--- src/rtl/addsub_acc4b.sv ---
// Add/subtract accumulator with a one-deep valid/ready result hold and a completed-operation counter.
// Optional macro ADDSUB_ACC_SAT_EN clamps the accumulator to the signed limit on overflow.
module addsub_acc4b #(
    parameter int WIDTH = 4
) (
    input  logic             clk,
    input  logic             rst,
    input  logic             clear,
    input  logic             in_valid,
    output logic             in_ready,
    input  logic             op,
    input  logic [WIDTH-1:0] operand,
    output logic             out_valid,
    input  logic             out_ready,
    output logic [WIDTH-1:0] acc,
    output logic             carry,
    output logic             ovf,
    output logic [3:0]       op_count
);

    typedef enum logic {
        IDLE = 1'b0,
        HOLD = 1'b1
    } state_t;

    state_t state;

    logic             accept;
    logic [WIDTH-1:0] y;
    logic [WIDTH:0]   sum_full;
    logic [WIDTH-1:0] sum;
    logic             sum_ovf;
    logic [WIDTH-1:0] acc_next;

`ifdef ADDSUB_ACC_SAT_EN
    // Clamp direction follows the sign of the accumulator before the operation.
    function automatic logic [WIDTH-1:0] saturate(
        input logic signed [WIDTH-1:0] a,
        input logic [WIDTH-1:0]        raw,
        input logic                    overflow
    );
        logic signed [WIDTH-1:0] lim_pos;
        logic signed [WIDTH-1:0] lim_neg;
        lim_pos = {1'b0, {(WIDTH-1){1'b1}}};
        lim_neg = {1'b1, {(WIDTH-1){1'b0}}};
        if (!overflow)
            return raw;
        else if (a < 0)
            return lim_neg;
        else
            return lim_pos;
    endfunction
`endif

    assign in_ready  = (state == IDLE) && !clear;
    assign out_valid = (state == HOLD);
    assign accept    = in_valid && in_ready;

    // Subtract is acc + ~operand + 1, so carry=1 means no borrow.
    assign y        = operand ^ {WIDTH{op}};
    assign sum_full = {1'b0, acc} + {1'b0, y} + {{WIDTH{1'b0}}, op};
    assign sum      = sum_full[WIDTH-1:0];
    assign sum_ovf  = (acc[WIDTH-1] == y[WIDTH-1]) && (sum[WIDTH-1] != acc[WIDTH-1]);

`ifdef ADDSUB_ACC_SAT_EN
    assign acc_next = saturate(acc, sum, sum_ovf);
`else
    assign acc_next = sum;
`endif

    always_ff @(posedge clk) begin
        if (rst) begin
            state    <= IDLE;
            acc      <= '0;
            carry    <= 1'b0;
            ovf      <= 1'b0;
            op_count <= 4'd0;
        end else if (clear) begin
            // Held result is discarded without counting it as completed.
            state <= IDLE;
            acc   <= '0;
            carry <= 1'b0;
            ovf   <= 1'b0;
        end else begin
            case (state)
                IDLE: begin
                    if (accept) begin
                        acc   <= acc_next;
                        carry <= sum_full[WIDTH];
                        ovf   <= sum_ovf;
                        state <= HOLD;
                    end
                end
                HOLD: begin
                    if (out_ready) begin
                        op_count <= op_count + 4'd1;
                        state    <= IDLE;
                    end
                end
                default: state <= IDLE;
            endcase
        end
    end

endmodule

--- config.mk ---
export PLATFORM = sky130hd
export DESIGN_NAME = addsub_acc4b
export DESIGN_NICKNAME = d
export VERILOG_FILES = /design/src/rtl/addsub_acc4b.sv
export SDC_FILE = /design/constraint.sdc
export NUM_CORES = 1
export LEC_CHECK = 0
export CAP_MARGIN = 20
export CORE_MARGIN = 1
export CORE_UTILIZATION = 30
export DETAILED_ROUTE_END_ITERATION = 12
export PLACE_DENSITY = 0.55
export SYNTH_ARGS = -nofsm -noshare
export SYNTH_HDL_FRONTEND = slang
export SYNTH_SLANG_ARGS = --single-unit
--- constraint.sdc ---
create_clock -name clk -period 2.4 [get_ports clk]
set_clock_uncertainty 0.05 [all_clocks]
set_input_delay 0.72 -clock clk [delete_from_list [all_inputs] [get_ports clk]]
set_output_delay 0.72 -clock clk [all_outputs]
set_load 0.005 [all_outputs]
## Word level (Yosys, flattened, before mapping)

Cells that the tools add are included.

| storage, ports and cells | value |
|---|---|
| flip-flop bits (word level) | 11 |
| input bits | 10 |

| operators by class | value |
|---|---|
| equal/unequal tests | 2 |
| reduce and logical (&&, ||, !) cells | 7 |
| add/subtract/negate cells | 3 |
| bitwise gates (word level) | 3 |
| mux-type cells | 3 |

Operator list:

| kind | count |
|---|---|
| $add A4 B4 Y5 | 1 |
| $add A5 B1 Y5 | 1 |
| $add A4 B1 Y4 const B | 1 |
| $xor A4 B4 Y4 | 1 |
| $logic_and A1 B1 Y1 | 3 |
| $reduce_and A3 Y1 | 1 |
| $mux W1 | 2 |
| $not A1 Y1 | 2 |
| $pmux W1 S2 | 1 |
| $reduce_and A2 Y1 | 1 |
| $reduce_or A2 Y1 | 1 |
| $eq A1 B1 Y1 | 1 |
| $logic_not A1 Y1 | 1 |
| $ne A1 B1 Y1 | 1 |

## Depth between registers and ports, before layout

Gate-level depths: netlist of run 1.

| depth | value |
|---|---|
| depth in word-level cells | 5 |
| depth in mapped cells | 6 |
| depth with buffers taken out | 6 |

## Worst setup path before layout of run 1

Ideal clock, no wire load.

| path | value |
|---|---|
| path type | in2reg |
| start point | in operand[2] |
| end point | reg ovf |
| required time | 2.233 ns |
| arrival | 1.842 ns |
| setup time | 0.117 ns |
| cell stages on the path | 6 |
| setup slack | 0.391 ns |
| cells stage by stage | xor2_1 > ha_1 > a21o_1 > a31oi_4 > xnor2_1 > a32o_1 |

| on the way | value |
|---|---|
| word-level cells in the longest chain between the ends | 5 |

RTL lines:

| item | RTL line | RTL |
|---|---|---|
| start, declared | 12 | `input logic [WIDTH-1:0] operand,` |
| $xor A4 B4 Y4 | 60 | `assign y = operand ^ {WIDTH{op}};` |
| $add A4 B4 Y5 | 61 | `assign sum_full = {1'b0, acc} + {1'b0, y} + {{WIDTH{1'b0}}, op};` |
| $add A5 B1 Y5 | 61 |  |
| $ne A1 B1 Y1 | 63 | `assign sum_ovf = (acc[WIDTH-1] == y[WIDTH-1]) && (sum[WIDTH-1] != acc[WIDTH-1]);` |
| $logic_and A1 B1 Y1 | 63 |  |
| end signal, assigned | 90 | `ovf <= sum_ovf;` |
| end, declared | 17 | `output logic ovf,` |

Every way passes these cells.
A chain may end at the register's enable or synchronous reset.

## Final worst setup path of run 1

| path | value |
|---|---|
| start point | in clear |
| end point | out in_ready |

| on the way | value |
|---|---|
| word-level cells in the longest chain between the ends | 2 |

RTL lines:

| item | RTL line | RTL |
|---|---|---|
| start, declared | 8 | `input logic clear,` |
| $logic_not A1 Y1 | 55 | `assign in_ready = (state == IDLE) && !clear;` |
| $logic_and A1 B1 Y1 | 55 |  |
| end, declared | 10 | `output logic in_ready,` |

Every way passes these cells.

==> run_results.csv, run 1 <==
group,metric,value,unit
outcome,status,"finished clean",
logic_synthesis,synth_area_leaders,"dfxtp_1, xor2_1, ha_1, nor2_1, xnor2_1",
setup_path,end_kind,"primary output",
sta,min_period_over_period,0.948,
global_routing,grt_max_degree,8,
place,place.gp.congestion,0.766,
setup_path,critPathMaxFanout,2,
clock_network,numCtsBuffers,3,
route,ant_nets,0,
clock_network,root_buffer,"clkbuf_4",
setup_path,cp_data_arrival_time,1.51,ns
setup_path,cp-start-kind,"input port",
layout,drive_above_1_share,0.141,
logic_synthesis,yosysTopAreaCell,"dfxtp_1",
clock_network,clk_pin_slew_worst_paths,0.07,ns
floorplan,die_area,2200,um^2
route,drc_errors,0,
logic_synthesis,synth_compound_area_frac,0.130,
layout,finish.utilization,0.506,
floorplan,start_util,0.335,
clock_network,cts_tree,"done",
layout,nets,108,
pwr,vdd_ir_drop_max,0.000234,V
layout,antenna_cells,0,
sta,slew_headroom,0.821,
floorplan,pin_count,22,
setup_path,critPathKind,"input port to primary output",
route,wl,1.24,mm
sta,worst_pin_slew,0.268,ns
sta,rsz0062_at_grt,"false",
clock_network,cts.path.max_buffers,2,
logic_synthesis,ys_seq_elements,11,
floorplan,fp.dieW,46.9,um
route,wl_per_cell,10.6,um
place,io_buffers,21,
layout,n_fill_cell,198,
route,dr.pass1.iters,2,
logic_synthesis,syn_area,604,um^2
pwr,fin_total_pwr,0.404,mW
run,cap_violations,0,
logic_synthesis,syn_avg_cell_area,9.75,um^2
logic_synthesis,synth_top_area_frac,0.364,
route,drtIter0Drc,5,
route,vias,527,
logic_synthesis,yosysWarningCount,0,
route,vias_per_cell,4.50,
logic_synthesis,synthSimpleGateAreaFrac,0.211,
sta,finalSetupViolations,0,
place,hpwl,953,um
clock_network,cts-resized-gates,1,
global_routing,grt_use_total,0.132,
clock_network,clkLatencyLatePin,0.27,ns
setup_path,worstPathRequired,1.63,ns
sta,finalMaxSlewViolations,0,
global_routing,grt_overflow,0,
global_routing,grt_pass1_vias,430,
logic_synthesis,ys_seq_area_frac,0.364,
sta,min_period,2.28,ns
pwr,power_density,443,nW/um^2
clock_network,ctsHoldBuffers,0,
logic_synthesis,syn_inst,62,
clock_network,post_cts_buffers,0,
clock_network,htree_num_levels,1,
hold_path,hp-class,"register to register",
place,dp_cells,113,
floorplan,core_area,1800,um^2
floorplan,row_count,15,
layout,area_delta_synth_final,50.9,%
logic_synthesis,synth_top_family_by_area,"simple AND/OR/NAND/NOR gates",
logic_synthesis,muxShareOfSynthArea,0.0414,
logic_synthesis,ys_types,24,
logic_synthesis,syn_nets,77,
logic_synthesis,synth_xor_area_frac,0.130,
sta,fmax,0.439,GHz
sta,hold_violations,0,
global_routing,antenna_found_initial,0,
layout,instances_no_fill,117,
logic_synthesis,synthAdderAreaFrac,0.116,
clock_network,cts_sinks,11,
global_routing,grt_pass1_wl,1.88,mm
pwr,leakage,0.377,nW
floorplan,die_y,46.9,um
-- routing by layer --
metal / GRT usage / up-vias / wire length, um
met4: 0.0686 / 0 / 27
met1: 0.177 / 229 / 618
met2: 0.178 / 15 / 526
met5: 0 / - / 0
met3: 0.0577 / 4 / 69
li1: - / 279 / -
-- power by group --
part	leakage, nW	switching, mW	internal [mW]
combinational	0.273	0.0359	0.0510
sequential	0.0890	0.00375	0.186
clock	0.0150	0.0629	0.0644
-- flip-flops by register name (all words and copies together), names as in the netlist --
register	count
acc	4
op_count	4
carry	1
out_valid	1
ovf	1
-- Yosys cell counts --
master	instances
o21ai_0	1
nor2_1	8
a21oi_1	4
nor3_1	1
dfxtp_1	11
nor3b_2	1
xnor2_1	3
nand4_1	2
a31oi_4	1
mux2i_1	1
fa_1	1
or2_2	1
clkbuf_1	1
a211oi_1	1
nand3_1	2
a21o_1	2
a32o_1	1
nand2b_1	3
ha_1	4
xor2_1	6
nand2_1	4
and3b_1	1
mux2_4	1
or3b_1	1
-- path summary, 6_finish.rpt --
| path | startpoint | endpoint | slack (ns) | cells after the start |
|---|---|---|---|---|
| worst max-delay path | clear | in_ready | 0.12 | 3 |
| worst min-delay path | ovf | ovf | 0.45 | 1 |
| worst max register to register | acc[0] | carry | 0.83 | 5 |
| worst min register to register | ovf | ovf | 0.45 | 1 |
-- cell usage in the layout (no fill, tap or decap), types with 2 or more instances in the layout --
cell type	Yosys	routed
clkdlybuf4s50_1	0	20
dfxtp_1	11	11
nor2_1	8	8
xor2_1	6	6
buf_4	0	6
a21oi_1	4	4
nand2_1	4	4
ha_1	4	4
nand2b_1	3	3
xnor2_1	3	3
clkbuf_4	0	3
a21o_1	2	2
nand4_1	2	2
nand3_1	2	2
-- metrics by stage --
| stage | TNS, ns | setup slack, ns | instance area [um^2] | hold slack [ns] |
|---|---|---|---|---|
| floorplan | 0 | 0.391 | 604 | 0.443 |
| global placement | -0.436 | -0.145 | 887 | 0.432 |
| detailed placement | -0.521 | -0.163 | 887 | 0.435 |
| CTS | 0 | 0.117 | 912 | 0.452 |
| global route | 0 | 0.0464 | 912 | 0.469 |
| finish | 0 | 0.124 | 912 | 0.446 |
-- worst max-delay path, cell delays in order --
cell,delay [ns]
clkdlybuf4s50_1,0.48
nor2_1,0.05
dlygate4sd2_1,0.26
-- layout make-up --
cell class                 count  area [um^2]  share of cell area
multi-input combinational     50          380               0.417
timing repair buffer          27          254               0.278
sequential                    11          220               0.241
tap                           25         31.3              0.0343
clock buffer                   4         26.3              0.0288
-- cells by family after synthesis --
kind of cell	count (synthesis)
AOI/OAI and AO/OA	10
xor gates and xnor gates	9
adders and majority gates	5
buffers and inverters	1
DFF	11
muxes	2
and+or+nand+nor	24
(Power assumes the default switching activity.)
==> run 2, diff against run 1 <==
CAP_MARGIN = 30   (was 20)
==> results of run 2 <==
Same layout as run 1: the final DEF is identical, and so are final timing and power.
